`src/rtl/tick_sprite_mover.sv`:
```
// tick_sprite_mover
//   Steps a single-pixel sprite one position per 4 Hz tick in the direction
//   held on the keys. Each move first erases the old pixel, then draws the
//   new one, through a req/ack handshake to the VGA plot stage.
//
// Build option:
//   TICK_SPRITE_MOVER_WRAP_EN  defined   -> moves off an edge wrap around
//                              undefined -> moves off an edge are dropped
//
// Ports:
//   clk          system clock
//   reset        synchronous, active-low
//   tick         one-cycle step pulse
//   dir          {up,down,left,right} key levels, priority up>down>left>right
//   plot_ack     plotter accepted the current pixel
//   plot_req     pixel request to the plotter
//   plot_x/y     pixel coordinate (stable while plot_req is high)
//   plot_colour  pixel colour
//   pos_x/y      current sprite position
//   busy         high whenever not idle
//   tick_missed  saturating count of ticks dropped while busy
module tick_sprite_mover #(
  parameter logic [7:0] X_MAX     = 8'd159,
  parameter logic [6:0] Y_MAX     = 7'd119,
  parameter logic [7:0] X_INIT    = 8'd80,
  parameter logic [6:0] Y_INIT    = 7'd60,
  parameter logic [2:0] FG_COLOUR = 3'b111,
  parameter logic [2:0] BG_COLOUR = 3'b000
) (
  input  logic       clk,
  input  logic       reset,
  input  logic       tick,
  input  logic [3:0] dir,
  input  logic       plot_ack,
  output logic       plot_req,
  output logic [7:0] plot_x,
  output logic [6:0] plot_y,
  output logic [2:0] plot_colour,
  output logic [7:0] pos_x,
  output logic [6:0] pos_y,
  output logic       busy,
  output logic [7:0] tick_missed
);

`ifdef TICK_SPRITE_MOVER_WRAP_EN
  localparam bit WRAP = 1'b1;
`else
  localparam bit WRAP = 1'b0;
`endif

  typedef enum logic [2:0] {
    S_INIT,
    S_IDLE,
    S_ERASE,
    S_UPDATE,
    S_DRAW
  } state_e;

  state_e      state_q, state_d;
  logic [7:0]  pos_x_q, pos_x_d;
  logic [6:0]  pos_y_q, pos_y_d;
  logic [7:0]  nxt_x_q, nxt_x_d;
  logic [6:0]  nxt_y_q, nxt_y_d;
  logic        pending_q, pending_d;
  logic [7:0]  tick_missed_q, tick_missed_d;
  logic        plot_req_q, plot_req_d;

  logic [7:0]  step_x;
  logic [6:0]  step_y;
  logic        ack_seen;
  logic        in_plot_state;

  assign ack_seen      = plot_req_q && plot_ack;
  assign in_plot_state = (state_q == S_INIT) || (state_q == S_ERASE) ||
                         (state_q == S_DRAW);

  // State register
  always_ff @(posedge clk) begin
    if (!reset) begin
      state_q       <= S_INIT;
      pos_x_q       <= X_INIT;
      pos_y_q       <= Y_INIT;
      nxt_x_q       <= X_INIT;
      nxt_y_q       <= Y_INIT;
      pending_q     <= 1'b0;
      tick_missed_q <= '0;
      plot_req_q    <= 1'b0;
    end else begin
      state_q       <= state_d;
      pos_x_q       <= pos_x_d;
      pos_y_q       <= pos_y_d;
      nxt_x_q       <= nxt_x_d;
      nxt_y_q       <= nxt_y_d;
      pending_q     <= pending_d;
      tick_missed_q <= tick_missed_d;
      plot_req_q    <= plot_req_d;
    end
  end

  // Candidate position for a step from the current one; equals the current
  // position when no key is held or the move is blocked at an edge.
  always_comb begin
    step_x = pos_x_q;
    step_y = pos_y_q;
    if (dir[3]) begin
      if (pos_y_q != '0)  step_y = pos_y_q - 7'd1;
      else if (WRAP)      step_y = Y_MAX;
    end else if (dir[2]) begin
      if (pos_y_q < Y_MAX) step_y = pos_y_q + 7'd1;
      else if (WRAP)       step_y = '0;
    end else if (dir[1]) begin
      if (pos_x_q != '0)  step_x = pos_x_q - 8'd1;
      else if (WRAP)      step_x = X_MAX;
    end else if (dir[0]) begin
      if (pos_x_q < X_MAX) step_x = pos_x_q + 8'd1;
      else if (WRAP)       step_x = '0;
    end
  end

  // Next-state logic
  always_comb begin
    state_d       = state_q;
    pos_x_d       = pos_x_q;
    pos_y_d       = pos_y_q;
    nxt_x_d       = nxt_x_q;
    nxt_y_d       = nxt_y_q;
    pending_d     = pending_q;
    tick_missed_d = tick_missed_q;

    // One tick may be queued while busy; further ones are only counted.
    if ((state_q != S_IDLE) && tick) begin
      if (!pending_q)                pending_d     = 1'b1;
      else if (tick_missed_q != '1)  tick_missed_d = tick_missed_q + 8'd1;
    end

    unique case (state_q)
      S_INIT:   if (ack_seen) state_d = S_IDLE;
      S_IDLE: begin
        if (tick || pending_q) begin
          pending_d = 1'b0;
          if ((step_x != pos_x_q) || (step_y != pos_y_q)) begin
            nxt_x_d = step_x;
            nxt_y_d = step_y;
            state_d = S_ERASE;
          end
        end
      end
      S_ERASE:  if (ack_seen) state_d = S_UPDATE;
      S_UPDATE: begin
        pos_x_d = nxt_x_q;
        pos_y_d = nxt_y_q;
        state_d = S_DRAW;
      end
      S_DRAW:   if (ack_seen) state_d = S_IDLE;
      default:  state_d = S_INIT;
    endcase

    // Registered request: rises one cycle after entering a plot state and
    // drops on the cycle after the accepting edge.
    plot_req_d = in_plot_state && !ack_seen;
  end

  // Outputs. The sprite position only moves in S_UPDATE, so it serves as the
  // plot coordinate for both the erase (old pos) and the draw (new pos).
  always_comb begin
    plot_req    = plot_req_q;
    plot_x      = pos_x_q;
    plot_y      = pos_y_q;
    plot_colour = (state_q == S_ERASE) ? BG_COLOUR : FG_COLOUR;
    pos_x       = pos_x_q;
    pos_y       = pos_y_q;
    busy        = (state_q != S_IDLE);
    tick_missed = tick_missed_q;
  end

endmodule
```
`config.mk`:
```
export PLATFORM = sky130hd
export DESIGN_NAME = tick_sprite_mover
export DESIGN_NICKNAME = d
export VERILOG_FILES = /design/src/rtl/tick_sprite_mover.sv
export SDC_FILE = /design/constraint.sdc
export NUM_CORES = 1
export LEC_CHECK = 0
export ABC_CLOCK_PERIOD_IN_PS = 3850
export BUFFER_PORTS_ARGS = -buffer_cell sky130_fd_sc_hd__buf_2
export CAP_MARGIN = 20
export CELL_PAD_IN_SITES_DETAIL_PLACEMENT = 0
export CELL_PAD_IN_SITES_GLOBAL_PLACEMENT = 1
export CORE_MARGIN = 2
export CORE_UTILIZATION = 43
export CTS_CLUSTER_SIZE = 24
export DETAILED_ROUTE_END_ITERATION = 7
export GPL_TIMING_DRIVEN = 0
export PLACE_DENSITY = 0.95
export REMOVE_ABC_BUFFERS = 1
export SYNTH_ARGS = -nofsm -noshare
export SYNTH_HDL_FRONTEND = slang
export SYNTH_SLANG_ARGS = --single-unit
```
`constraint.sdc`:
```
create_clock -name clk -period 3.85 [get_ports clk]
set_input_delay 0.1925 -clock clk [delete_from_list [all_inputs] [get_ports clk]]
set_output_delay 0.1925 -clock clk [all_outputs]
set_load 0.1 [all_outputs]
```
# ---- Yosys cells after proc, flatten, opt, wreduce, memory -nomap -nowiden
# Index checks and enable logic that the tools add are counted.
dict set report word_totals {
  register_bits 43
  output_inout_bits 43
}
dict set report classes {
  magnitude_cmp 2
  eq_ne 12
  n_addsub 5
  muxes 19
  n_reduce_logical 15
}
# op n
set op_table {}
lappend op_table {{$mux 8} 6}
lappend op_table {{$mux 7} 4}
lappend op_table {{$add 8x1->8 const B} 2}
lappend op_table {{$mux 3} 5}
lappend op_table {{$pmux 3 s4} 1}
lappend op_table {{$lt 8x8->1 const B} 1}
lappend op_table {{$ne 8x8->1} 1}
lappend op_table {{$ne 8x8->1 const B} 1}
lappend op_table {{$reduce_bool 8->1} 1}
lappend op_table {{$sub 8x1->8 const B} 1}
lappend op_table {{$add 7x1->7 const B} 1}
lappend op_table {{$lt 7x7->1 const B} 1}
lappend op_table {{$ne 7x7->1} 1}
lappend op_table {{$reduce_bool 7->1} 1}
lappend op_table {{$sub 7x1->7 const B} 1}
lappend op_table {{$eq 3x2->1 const B} 2}
lappend op_table {{$ne 2x2->1 const B} 3}
lappend op_table {{$reduce_and 3->1} 2}
lappend op_table {{$logic_or 1x1->1} 4}
lappend op_table {{$reduce_and 4->1} 1}
lappend op_table {{$eq 3x1->1 const B} 1}
lappend op_table {{$eq 3x3->1 const B} 1}
lappend op_table {{$logic_and 1x1->1} 3}
lappend op_table {{$logic_not 3->1} 1}
lappend op_table {{5 further kinds} 7}

# ---- Longest topological paths before layout
dict set report depth {
  depth_word 11
  ltp_mapped 9
  ltp_nobuf 8
}

# ---- Worst setup path before layout
# No wires, ideal clock.
dict set report synth_timing {
  path_kind {register -> register}
  start {register pos_y_q[0] (netlist: plot_y[0])}
  end {register nxt_x_q[7]}
  t_arrival_ns 2.582
  t_required_ns 3.783
  setup_time_ns 0.067
  slack_ns 1.200
  stages_incl_launch_ff 10
  cell_sequence {dfxtp_1 -> inv_1 -> ha_1 -> or3b_4 -> nor4_4 -> mux2_2 -> a21boi_4 -> buf_6 -> nand3_1 -> a21oi_2}
}
dict set report synth_via {
  elab_chain_len 7
  word_cells_on_any_way 11
}
# element line
set synth_lines {}
lappend synth_lines {{from (decl)} 61} ;# logic [6:0] pos_y_q, pos_y_d;
lappend synth_lines {{from (signal assigned)} 91} ;# pos_y_q <= pos_y_d;
lappend synth_lines {{$add 7x1->7 / $lt 7x7->1 (equally long branches)} 109} ;# if (pos_y_q < Y_MAX) step_y = pos_y_q + 7'd1;
lappend synth_lines {{$mux 7} 109}
lappend synth_lines {{$mux 7} 108} ;# end else if (dir[2]) begin
lappend synth_lines {{$mux 7} 105} ;# if (dir[3]) begin
lappend synth_lines {{$ne 7x7->1 *} 141} ;# if ((step_x != pos_x_q) || (step_y != pos_y_q)) begin
lappend synth_lines {{$logic_or 1x1->1 *} 141}
lappend synth_lines {{$reduce_and 3->1 (no source line) *} n/a}
lappend synth_lines {{to (signal assigned)} 92} ;# nxt_x_q <= nxt_x_d;
lappend synth_lines {{to (decl)} 62} ;# logic [7:0] nxt_x_q, nxt_x_d;
# Every way passes the cells marked *; elsewhere a longest branch is shown, timed or not.
# A chain may end at the register's enable or synchronous reset.

# ---- Final worst setup path
dict set report layout_timing {
  start {register pos_y_q[0] (netlist: plot_y[0])}
  end {register nxt_y_q[1]}
}
dict set report layout_via {
  elab_chain_len 7
  word_cells_on_any_way 11
}
# element line
set layout_lines {}
lappend layout_lines {{$add 7x1->7 / $lt 7x7->1 (equally long branches)} 109}
lappend layout_lines {{$mux 7} 109}
lappend layout_lines {{$mux 7} 108}
lappend layout_lines {{$mux 7} 105}
lappend layout_lines {{$ne 7x7->1} 141}
lappend layout_lines {{$logic_or 1x1->1} 141}
lappend layout_lines {{$reduce_and 3->1 (no source line)} n/a}
lappend layout_lines {{to (signal assigned)} 93} ;# nxt_y_q <= nxt_y_d;
lappend layout_lines {{to (decl)} 63} ;# logic [6:0] nxt_y_q, nxt_y_d;
# Several ways; a longest one is shown, not always the timed one.

==> impl_table.tex <==
\begin{tabular}{lr}
\hline
Metric & Value \\
\hline
\multicolumn{2}{l}{\textbf{Clocking}} \\
Clock buffers created by TritonCTS & 5 \\
Clk Latency, worst-skew pair & 290 ps \\
CTS resizes & 0 \\
Number of buffers added for setup after CTS & 0 \\
Count of hold-fix buffers inserted at cts & 0 \\
Clock tree buffer depth & 2 \\
Clock slew seen by the registers of the worst setup and hold paths & 80 ps \\
Number of levels the H-tree was split into & 2 \\
CTS tree & yes \\
Buffer type at the clock tree root & clkbuf\_8 \\
Clk sink count & 43 \\
\multicolumn{2}{l}{\textbf{Die}} \\
Floorplan row count & 28 \\
Core Region & 5850 um\^{}2 \\
Horiz. Die Dim & 81.1 um \\
DIE AREA & 6580 um\^{}2 \\
Effective utilization at floorplan & 43.7\% \\
Die span in y & 81.1 um \\
Number of I/O pins & 51 \\
\multicolumn{2}{l}{\textbf{GRT}} \\
Vias in the first global route & 2079 \\
Maximum number of pins on one net before global-route repair & 27 \\
First-pass GRT wire length & 9.52 mm \\
Remaining global-route overflow & 0 \\
GR peak layer & met2 \\
GR Util met2 & 29.8\% \\
Number of antenna violations at the first check in global routing & 0 \\
Global routing usage summed across all routing layers & 18.4\% \\
GR Util met1 & 24.3\% \\
Met3 usage in global routing & 3.33\% \\
\multicolumn{2}{l}{\textbf{Layout}} \\
Layout cells sized above 1 & 19.9\% \\
Number of inserted diodes & 0 \\
Post-layout utilization of the core & 47.2\% \\
Synthesis-to-finish area growth & 7.82\% \\
Fillcell total & 606 \\
Cell Count, Final, Fillers Out & 422 \\
\# nets final & 360 \\
\multicolumn{2}{l}{\textbf{Hold path}} \\
Endpoint of the worst hold-timing path & plot\_req\$\_SDFF\_PN0\_ \\
Tightest Hold Check Type & input pin to flop \\
Launch instance of the worst min-delay path & plot\_ack \\
Count of cells along the worst hold path & 2 \\
\multicolumn{2}{l}{\textbf{Power}} \\
Logic gate share of total power & 12.7\% \\
Peak ir drop on the vdd network & 0.210 mV \\
Switching power share of the total & 26.5\% \\
Total leakage power & 0.00106 uW \\
Ratio of total power to cell area & 318 nW/um\^{}2 \\
Part of the power in the clock network & 34.8\% \\
Internal power & 645 uW \\
Switch Pwr & 233 uW \\
Sequential Power Share & 52.5\% \\
Post-layout power & 878 uW \\
\multicolumn{2}{l}{\textbf{Timing}} \\
Final min period & 2400 ps \\
Unrepaired setup endpoints after global routing & no \\
Peak clock frequency supported by timing & 416 MHz \\
Final hold violations & 0 \\
Setup total negative slack & 0 ps \\
Worst-margin pin slew & 794 ps \\
Clock skew after layout & 4.82 ps \\
Max-slew violation count & 0 \\
Final setup fails & 0 \\
Worst slew margin & 46.9\% \\
Final worst path period share & 62.4\% \\
\multicolumn{2}{l}{\textbf{Setup path}} \\
Critical Path Slowest Stage Cell & o21ai\_2 \\
Cell Chain, Critical Path & inv\_1 -> ha\_1 -> or3b\_4 -> nor4\_4 -> mux2i\_1 -> o21ai\_2 -> nand2\_1 -> a21oi\_2 \\
Maximum fanout count along the critical path & 12 \\
Element type at the critical path end & flop \\
Count of buffer and inverter cells on the critical path & 1 \\
Reg-to-reg endpoint & nxt\_y\_q[1]\$\_SDFFE\_PN0P\_ \\
Kind of critical path & flop to flop \\
Minimum setup slack among reg-to-reg paths & 1450 ps \\
Top delay family on crit path & simple AND/OR/NAND/NOR gates \\
Count of cells along the worst register-to-register path & 8 \\
Largest incremental delay on the critical path & 570 ps \\
Arrival time worst endpoint & 2610 ps \\
Data required time at the worst endpoint & 4050 ps \\
Reg2reg start & plot\_y[0]\$\_SDFFE\_PN0P\_ \\
Nature of the critical path startpoint & flop \\
\multicolumn{2}{l}{\textbf{Routing}} \\
Total DRC errors in the routed layout & 0 \\
DR WL/cell & 13.8 um \\
Number of nets with antenna violations after routing & 0 \\
Number of search-and-repair iterations in the first detailed-routing pass & 5 \\
Violation count after the first detailed-routing iteration & 130 \\
Via count & 2355 \\
Routed wire length & 5.80 mm \\
Average via count per standard cell & 5.58 \\
\multicolumn{2}{l}{\textbf{Logic synthesis}} \\
Synth Cell Area & 2560 um\^{}2 \\
Number of distinct standard cells referenced by the synthesized netlist & 61 \\
Gate Count Post-Synth & 329 \\
Number of enable flip-flop cells after synthesis & 0 \\
Synth async-reset ratio & 0\% \\
Post-synthesis area per instance & 7.78 um\^{}2 \\
Dominant synthesized flop cell & dfxtp\_1 \\
Sequential area share after synthesis & 33.6\% \\
Count of warnings emitted by yosys & 0 \\
Post-synthesis sequential element count & 43 \\
\multicolumn{2}{l}{\textbf{Job}} \\
\# Max-Cap Violations & 0 \\
\multicolumn{2}{l}{\textbf{Run status}} \\
Outcome & finished, final reports clean \\
\multicolumn{2}{l}{\textbf{Place}} \\
Post-detail-place hpwl & 3.95 mm \\
Routability Congestion & 0.902 \\
Port Buf Inserts & 50 \\
Post-placement cell count & 414 \\
\hline
\end{tabular}
==> worst reg2reg max path, delay by kind of cell, from the launching register on <==
kind | cells | cell delay [ps]
compound gates | 2 | 730
simple gates | 3 | 750
mux | 1 | 190
buf+inv | 1 | 90
flops | 1 | 400
fa+ha+maj | 1 | 150
==> synth_stat cells, types with 2 or more instances <==
cell | n | area (um^2)
a211oi_1 | 5 | 37.5
o21ai_1 | 3 | 15.0
nor3b_1 | 4 | 30.0
nand3_1 | 17 | 85.1
nand3b_1 | 3 | 22.5
dfxtp_1 | 43 | 861
buf_1 | 2 | 7.51
xnor2_1 | 3 | 26.3
xor2_1 | 4 | 35.0
o31a_1 | 2 | 17.5
nor2_1 | 24 | 90.1
nor3_1 | 11 | 55.1
or3_1 | 4 | 25.0
nand4_1 | 8 | 50.1
o21ai_2 | 2 | 17.5
nand2_1 | 50 | 188
a21oi_2 | 2 | 17.5
nor2b_1 | 3 | 18.8
mux2i_1 | 3 | 30.0
inv_1 | 7 | 26.3
and3_1 | 2 | 12.5
buf_4 | 17 | 128
ha_1 | 6 | 75.1
buf_6 | 3 | 33.8
a22oi_1 | 2 | 15.0
a211o_1 | 2 | 17.5
o21ai_0 | 20 | 100
buf_2 | 6 | 30.0
clkbuf_1 | 12 | 45.0
a311o_1 | 2 | 20.0
a21oi_1 | 23 | 115
a31oi_1 | 5 | 31.3
==> metal layers <==
layer  share of wire (%)  wire [um]  vias to the layer above
met5                   0          0                        -
met4                 1.3         75                        0
met3                 5.4        314                        6
met2                  46       2650                       61
met1                  48       2760                     1104
li1                    -          -                     1184
==> registers in the layout (all words and copies together) (netlist names) <==
register / count
nxt_x_q: 8
nxt_y_q: 7
pending_q: 1
plot_req: 1
plot_x: 8
plot_y: 7
state_q: 3
tick_missed: 8
==> how the worst max path moves through the flow <==
stage	end	start	depth (start not counted)	slack, ps
2_1_floorplan	nxt_y_q[1]$_SDFFE_PN0P_	plot_y[0]$_SDFFE_PN0P_	8	360
3_3_place_gp	nxt_x_q[7]$_SDFFE_PN0P_	plot_y[0]$_SDFFE_PN0P_	8	1490
3_5_place_dp	nxt_y_q[1]$_SDFFE_PN0P_	plot_y[0]$_SDFFE_PN0P_	8	1460
4_1_cts	nxt_y_q[1]$_SDFFE_PN0P_	plot_y[0]$_SDFFE_PN0P_	8	1430
5_1_grt	nxt_x_q[4]$_SDFFE_PN1P_	plot_y[0]$_SDFFE_PN0P_	8	1270
6_report	nxt_y_q[1]$_SDFFE_PN0P_	plot_y[0]$_SDFFE_PN0P_	8	1450
==> area by class of cell <==
| cell class | count | area (um^2) | share of cell area [%] |
|---|---|---|---|
| Multi-Input combinational cell | 238 | 1420 | 51.6 |
| Sequential cell | 43 | 861 | 31.2 |
| Timing Repair Buffer | 50 | 250 | 9.07 |
| Clock buffer | 8 | 100 | 3.63 |
| Tap cell | 75 | 93.8 | 3.40 |
| Inverter | 8 | 30.0 | 1.09 |
==> cell families after synthesis <==
kind of cell | Yosys count | synth area share, %
flops | 43 | 33.6
xor+xnor | 7 | 2.40
simple gates | 138 | 26.9
compound gates | 83 | 21.8
fa+ha+maj | 6 | 2.93
buf+inv | 48 | 10.7
mux | 4 | 1.61
==> per-stage QoR <==
step | hold WS [ps] | worst slack (ps) | instance area [um^2]
2_1_floorplan | 264 | 360 | 2310
3_3_place_gp | 398 | 1490 | 2660
3_5_place_dp | 404 | 1460 | 2660
4_1_cts | 88.5 | 1430 | 2760
5_1_grt | 108 | 1270 | 2760
6_report | 96.0 | 1450 | 2760
==> placed cells by master (no fill, tap or decap), types with 6 or more instances in the layout <==
cell,count
ha_1,6
buf_2,50
clkbuf_8,7
nor3_1,11
nor2_1,24
inv_1,7
dfxtp_1,43
o21ai_0,20
a21oi_1,23
nand3_1,17
nand4_1,8
nand2_1,50
==> power by group through the flow <==
stage | clock network (uW) | registers [uW] | logic [uW]
3_3_place_gp | 0 | 471 | 110
4_1_cts | 318 | 461 | 112
2_1_floorplan | 0 | 494 | 60.6
5_1_grt | 336 | 463 | 120
3_5_place_dp | 0 | 472 | 111
6_report | 305 | 461 | 111
Power figures use the tool's default switching activity.
